$ cat src/rtl/alu_accum_seq.sv
// alu_accum_seq: accumulator ALU. Operand B is always acc[WIDTH-1:0], so successive
// operations chain on the previous result. Single-cycle ops complete on the accept edge.
// Multiply (op 111) uses a WIDTH-iteration shift-add datapath.
//
// Ports:
//   clk      system clock, rising edge
//   reset_n  synchronous active-low reset (dominates start)
//   start    request to execute op on a (ignored while busy)
//   op       operation select
//   a        operand A
//   acc      2*WIDTH-bit accumulator / result
//   busy     high while a multiply is in progress
//   done     one-cycle pulse when a result and its flags are valid
//   zero     acc == 0 after the last completed op
//   carry    carry/borrow of the last add/sub, 0 for other ops
module alu_accum_seq #(
    parameter int unsigned WIDTH = 4
) (
    input  logic                 clk,
    input  logic                 reset_n,
    input  logic                 start,
    input  logic [2:0]           op,
    input  logic [WIDTH-1:0]     a,
    output logic [2*WIDTH-1:0]   acc,
    output logic                 busy,
    output logic                 done,
    output logic                 zero,
    output logic                 carry
);

    localparam int unsigned AccW = 2 * WIDTH;
    localparam int unsigned CntW = $clog2(WIDTH + 1);
    localparam logic [CntW-1:0] LastIter = CntW'(WIDTH - 1);

    typedef enum logic [0:0] {StIdle, StMul} state_e;

    state_e             state_q, state_d;
    logic [AccW-1:0]    acc_q, acc_d;
    logic               done_q, done_d;
    logic               zero_q, zero_d;
    logic               carry_q, carry_d;
    logic [AccW-1:0]    mcand_q, mcand_d;
    logic [WIDTH-1:0]   mplier_q, mplier_d;
    logic [AccW-1:0]    prod_q, prod_d;
    logic [CntW-1:0]    cnt_q, cnt_d;

    logic [WIDTH-1:0]   b;
    logic [31:0]        a_wide;
    logic [WIDTH:0]     sum_w;
    logic [WIDTH-1:0]   diff;
    logic [AccW-1:0]    prod_sum;

    assign b      = acc_q[WIDTH-1:0];
    assign a_wide = 32'(a);

    always_comb begin
        state_d  = state_q;
        acc_d    = acc_q;
        done_d   = 1'b0;
        zero_d   = zero_q;
        carry_d  = carry_q;
        mcand_d  = mcand_q;
        mplier_d = mplier_q;
        prod_d   = prod_q;
        cnt_d    = cnt_q;
        sum_w    = '0;
        diff     = '0;
        // One shift-add step: multiplier is consumed LSB-first, multiplicand shifts left.
        prod_sum = prod_q + (mplier_q[0] ? mcand_q : '0);

        unique case (state_q)
            StIdle: begin
                if (start) begin
                    done_d  = 1'b1;
                    carry_d = 1'b0;
                    case (op)
                        3'b000: begin
                            sum_w   = {1'b0, a} + (WIDTH + 1)'(1);
                            acc_d   = AccW'(sum_w);
                            carry_d = sum_w[WIDTH];
                        end
                        3'b001: begin
                            sum_w   = {1'b0, a} + {1'b0, b};
                            acc_d   = AccW'(sum_w);
                            carry_d = sum_w[WIDTH];
                        end
                        3'b010: begin
                            diff    = a - b;
                            acc_d   = AccW'(diff);
                            carry_d = (a < b);
                        end
                        3'b011: acc_d = {a | b, a ^ b};
                        3'b100: acc_d = AccW'(|{a, b});
                        3'b101: acc_d = (a_wide >= AccW) ? '0 : (AccW'(b) << a);
                        3'b110: acc_d = (a_wide >= WIDTH) ? '0 : AccW'(b >> a);
                        3'b111: begin
                            // acc, zero and carry hold until the product is ready.
                            done_d   = 1'b0;
                            carry_d  = carry_q;
                            mcand_d  = AccW'(a);
                            mplier_d = b;
                            prod_d   = '0;
                            cnt_d    = '0;
                            state_d  = StMul;
                        end
                        default: ;
                    endcase
                    if (op != 3'b111) begin
                        zero_d = (acc_d == '0);
                    end
                end
            end
            StMul: begin
                prod_d   = prod_sum;
                mcand_d  = mcand_q << 1;
                mplier_d = mplier_q >> 1;
                cnt_d    = cnt_q + CntW'(1);
                if (cnt_q == LastIter) begin
                    acc_d   = prod_sum;
                    zero_d  = (prod_sum == '0);
                    carry_d = 1'b0;
                    done_d  = 1'b1;
                    state_d = StIdle;
                end
            end
            default: state_d = StIdle;
        endcase
    end

    always_ff @(posedge clk) begin
        if (!reset_n) begin
            state_q  <= StIdle;
            acc_q    <= '0;
            done_q   <= 1'b0;
            zero_q   <= 1'b0;
            carry_q  <= 1'b0;
            mcand_q  <= '0;
            mplier_q <= '0;
            prod_q   <= '0;
            cnt_q    <= '0;
        end else begin
            state_q  <= state_d;
            acc_q    <= acc_d;
            done_q   <= done_d;
            zero_q   <= zero_d;
            carry_q  <= carry_d;
            mcand_q  <= mcand_d;
            mplier_q <= mplier_d;
            prod_q   <= prod_d;
            cnt_q    <= cnt_d;
        end
    end

    assign acc   = acc_q;
    assign busy  = (state_q == StMul);
    assign done  = done_q;
    assign zero  = zero_q;
    assign carry = carry_q;

endmodule

$ cat config.mk
export PLATFORM = sky130hd
export DESIGN_NAME = alu_accum_seq
export DESIGN_NICKNAME = d
export VERILOG_FILES = /design/src/rtl/alu_accum_seq.sv
export SDC_FILE = /design/constraint.sdc
export NUM_CORES = 1
export LEC_CHECK = 0
export CAP_MARGIN = 40
export CORE_MARGIN = 3
export CORE_UTILIZATION = 30
export CTS_CLUSTER_SIZE = 12
export DETAILED_ROUTE_END_ITERATION = 6
export HOLD_SLACK_MARGIN = 0.06
export PLACE_DENSITY = 0.55
export SLEW_MARGIN = 20
export SYNTH_ARGS = -nofsm -noshare
export SYNTH_HDL_FRONTEND = slang
export SYNTH_SLANG_ARGS = --single-unit
export TNS_END_PERCENT = 10
$ cat constraint.sdc
create_clock -name clk -period 6.2 [get_ports clk]
set_input_delay 0.62 -clock clk [delete_from_list [all_inputs] [get_ports clk]]
set_output_delay 0.62 -clock clk [all_outputs]
set_load 0.005 [all_outputs]
Word-level counts from Yosys, hierarchy flattened

Index checks and enable logic that the tools add are counted.

Magnitude comparators: 3
Equality and inequality tests: 14
Add/subtract/negate cells: 5
Multiplexer cells: 37
Bitwise operators: 3
Shifts and indexed selects: 2
Reductions and logical operators: 8

Operators by type and width:

| cell                | count |
|---|---|
| $mux 8              | 11 |
| $pmux 8 s7          | 1 |
| $pmux 8 s2          | 3 |
| $logic_not 8->1     | 2 |
| $eq 3x3->1 const B  | 4 |
| $mux 1              | 11 |
| $eq 3x2->1 const B  | 3 |
| $add 8x8->8         | 1 |
| $mux 4              | 2 |
| $pmux 1 s2          | 4 |
| $pmux 4 s2          | 1 |
| $reduce_or 8->1     | 1 |
| $shl 4x4->8         | 1 |
| $shr 4x4->8         | 1 |
| $mux 3              | 2 |
| $ne 2x2->1 const B  | 3 |
| $pmux 3 s2          | 1 |
| $reduce_and 3->1    | 2 |
| $add 4x1->5 const B | 1 |
| $add 4x4->5         | 1 |
| $ge 4x3->1 const B  | 1 |
| $ge 4x4->1 const B  | 1 |
| $lt 4x4->1          | 1 |
| $ne 2x1->1 const B  | 2 |
| 10 further kinds    | 11 |

Word-level logic and storage cells: 81
Output and inout port bits: 12
Register bits: 35
Bits of input ports: 10

Logic depth before layout (Yosys ltp)

Depth in word-level cells: 9
Depth in mapped cells: 10
Depth with buffers taken out: 10

Worst setup path before layout

Ideal clock, no wire load.

Path type: in2reg
From: in a[2]
To: reg carry_q (netlist: carry)
Library setup time: 65 ps
Path slack: 3,615 ps
Stages on the path: 9
Arrival time: 2,520 ps
Buffers on the path: 1
Path through: clkbuf_1 inv_1 ha_1 a21o_1 a21oi_1 or4_1 a2111oi_0 a21oi_1 nor2b_1

Cells in the longest elaborated chain, start to end: 4
Elaborated cells on any way between the ends: 6
Those cells by class: 2 x add/sub; 1 x order compare; 3 x mux

RTL lines:

| element                                   | RTL line | text |
|---|---|---|
| start: declaration                        | 23       | `input logic [WIDTH-1:0] a,` |
| $add 4x4->5, or another cell as far along | 83       | `sum_w = {1'b0, a} + {1'b0, b};` |
| $pmux 1 s4 *                              | 76       | `case (op)` |
| $mux 1 *                                  | 73       | `if (start) begin` |
| $pmux 1 s2 *                              | 71       | `unique case (state_q)` |
| end signal: assignment                    | 146      | `carry_q <= carry_d;` |
| end: declaration                          | 41       | `logic carry_q, carry_d;` |

Mark *: on every way between the ends. The rest lies on a longest branch, timed or not. The select of a mux whose other input is x is not followed.
A chain may end at the register's enable or synchronous reset.

Worst setup path after layout

From: in a[0]
To: reg zero_q (netlist: zero)

Cells in the longest elaborated chain, start to end: 9
Elaborated cells on any way between the ends: 19
Those cells by class: 3 x add/sub; 2 x order compare; 2 x shift; 8 x mux; 2 x bitwise; 2 x reduce/logical

RTL lines:

| element                                  | RTL line | text |
|---|---|---|
| $ge 4x3->1, or another cell as far along | 95       | `3'b110: acc_d = (a_wide >= WIDTH) ? '0 : AccW'(b >> a);` |
| $mux 8 (on tied branches)                | 95, 94   |  |
| $pmux 8 s7 *                             | 76       |  |
| $mux 8 *                                 | 73       |  |
| $mux 8 *                                 | 71       |  |
| $logic_not 8->1 *                        | 109      | `zero_d = (acc_d == '0);` |
| $mux 1 *                                 | 108      | `if (op != 3'b111) begin` |
| $mux 1 *                                 | 73       |  |
| $pmux 1 s2 *                             | 71       |  |
| end signal: assignment                   | 145      | `zero_q <= zero_d;` |
| end: declaration                         | 40       | `logic zero_q, zero_d;` |

Marks and branches as above.

==> reports/metrics.yaml <==
grt_max_degree: 39
cts-resized-gates: 0
via_per_inst: 5.17
mostFrequentLayoutCells: "54 x nand2_1, 35 x dfxtp_1, 28 x o21ai_0"
clock_path_buffers: 2
antenna_found_initial: 0
hold_buffers: 0
layout_commonest_cell: "nand2_1"
drcViolationCount: 0
totalWireLength_mm: 7.75
path_clk_slew_ps: 70
post-synth-top-area-cell: "dfxtp_1"
portBuffers: 21
drt-wirelength-per-cell_microns: 15.2
tritoncts: "yes"
irDropWorstVdd_mv: 0.0642
initial_utilization_pct: 31.7
vias: 2638
fin_ws_ps: 2880
cts_setup_buffers: 0
area_growth_pct: 13.2
gr-total-overflow: 0
rsz0062_at_grt: "false"
period_needed_ps: 3320
path_max_fanout: 14
synth_edf_count: 0
die_area_sq_mm: 0.0107
cts_sinks: 35
crit_type: "in2reg"
hold_viol: 0
cts_buffers: 5
p_leak_nw: 1.27
cts-root-buf: "clkbuf_8"
hp-class: "reg2reg"
final_util_pct: 35.9
fin_setup_tns_ps: 0
drive_gt1_share_pct: 4.95
setup_viol: 0
die_height_microns: 103
core_sq_mm: 0.00898
dieWidth_microns: 103
async_reset_ff_share_pct: 0
n_antenna_cell: 0
critical_path.endpoint_type: "register"
synth_top_area_share_pct: 24.6
worstPathRequired_ps: 6420
postSynthAreaPerCell_sq_um: 7.58
grt_pass1_vias: 2477
worst-slew-pin-transition_ps: 724
dp_hpwl_mm: 5.70
rows: 34
synth_area_sq_mm: 0.00284
relSlewSlack_pct: 51.6
max_freq_mhz: 301
layout.nets: 422
ys.flop_type: "dfxtp_1"
cap_violations: 0
drtIter0Drc: 249
synth_seq_cells: 35
synth.distinct_cells: 55
drv_slew: 0
synth_fp_nets: 412
firstDrtPassIters: 5
finClkSkew_ps: 3.79
arrival_ps: 3550
yosysWarnings: 0
ys_seq_area_share_pct: 24.6
status: "complete, no violations"
synthTopCellsByArea: "dfxtp_1 25%, ha_1 11%, nand2_1 7.1%"
grt_usage_pct: 15.3
drtAntennaViolNets: 0
worst_setup_path_start_kind: "primary input"
io_pins: 22
routabilityCongestion: 0.956
powerDensity_mw_per_mm2: 162
cts-htree-levels: 2
place_ws_ps: 2630
grt_pass1_wl_mm: 13.0
period_share_pct: 53.6
insertion_delay_ps: 280
synth_cells: 375
## area by class of cell
class                      count  area [sq um]
fill                         949          5760
multi-input combinational    303          1990
sequential                    35           701
timing repair buffer          24           236
tap                          126           158
clock buffer                   6          72.6
inverter                      16          60.1
## state kept, by name (all words and copies together), names as in the netlist
signal and flops:
carry 1, zero 1, prod_q 8, acc 8, mcand_q 8, busy 1, mplier_q 4, cnt_q 3
done 1
## logic make-up after synthesis
kind of cell | Yosys count | synth area share, %
multiplexers | 9 | 3.65
AND/OR/NAND/NOR | 145 | 24.9
XOR/XNOR | 11 | 3.39
buffers and inverters | 37 | 5.32
adder cells (fa/ha/maj) | 27 | 12.7
AO/OA/AOI/OAI | 111 | 25.4
flip-flops | 35 | 24.6
## cell usage after synthesis, types with 4 or more instances
master and number:
a21o_1 5, nor2b_1 4, nand2_1 54, dfxtp_1 35, nand2b_1 6, inv_1 16
nor2_1 24, o21a_1 5, ha_1 24, o21ai_0 28, and2_1 22, a31oi_1 8
clkbuf_1 16, nor3_1 8, mux2i_1 7, o211ai_1 5, a22oi_1 4, a21oi_1 26
nand3_1 10, a21boi_0 4, xnor2_1 9, buf_2 4
## final timing paths
kind	slack [ps]	start	end	cells past startpoint
min reg2reg	490	prod_q[3]	prod_q[3]	2
max	2880	a[0]	zero	11
min	490	prod_q[3]	prod_q[3]	2
max reg2reg	3520	acc[2]	carry	8
## layer usage
metal | track usage, % | wire, microns | share of wire, %
met5 | 0 | 0 | 0
met4 | 4.48 | 99 | 1.3
met3 | 3.02 | 436 | 5.6
met2 | 22.7 | 3380 | 44
met1 | 22.4 | 3840 | 50
## critical path, cell delays in order
cell	delay, ps
clkdlybuf4s50_1	820
inv_1	260
ha_1	340
fa_1	460
xnor2_1	170
o21ai_0	100
a22oi_1	140
o211ai_1	200
o21ai_0	210
nand3_1	110
o21ai_2	110
## metrics by stage
| step | total power [mW] | cells | hold WS [ps] | area [sq um] |
|---|---|---|---|---|
| floorplan | 0.330 | 375 | 448 | 2840 |
| global placement | 0.377 | 503 | 470 | 3140 |
| detailed placement | 0.376 | 504 | 464 | 3150 |
| CTS | 0.530 | 510 | 481 | 3220 |
| global route | 0.553 | 510 | 521 | 3220 |
| finish | 0.523 | 510 | 485 | 3220 |
## power breakdown
part / switching, mW / internal [mW]
clock network: 0.0757 / 0.0748
logic: 0.0734 / 0.0549
registers: 0.0117 / 0.232
Note: power is estimated with default switching activity, not from simulation.
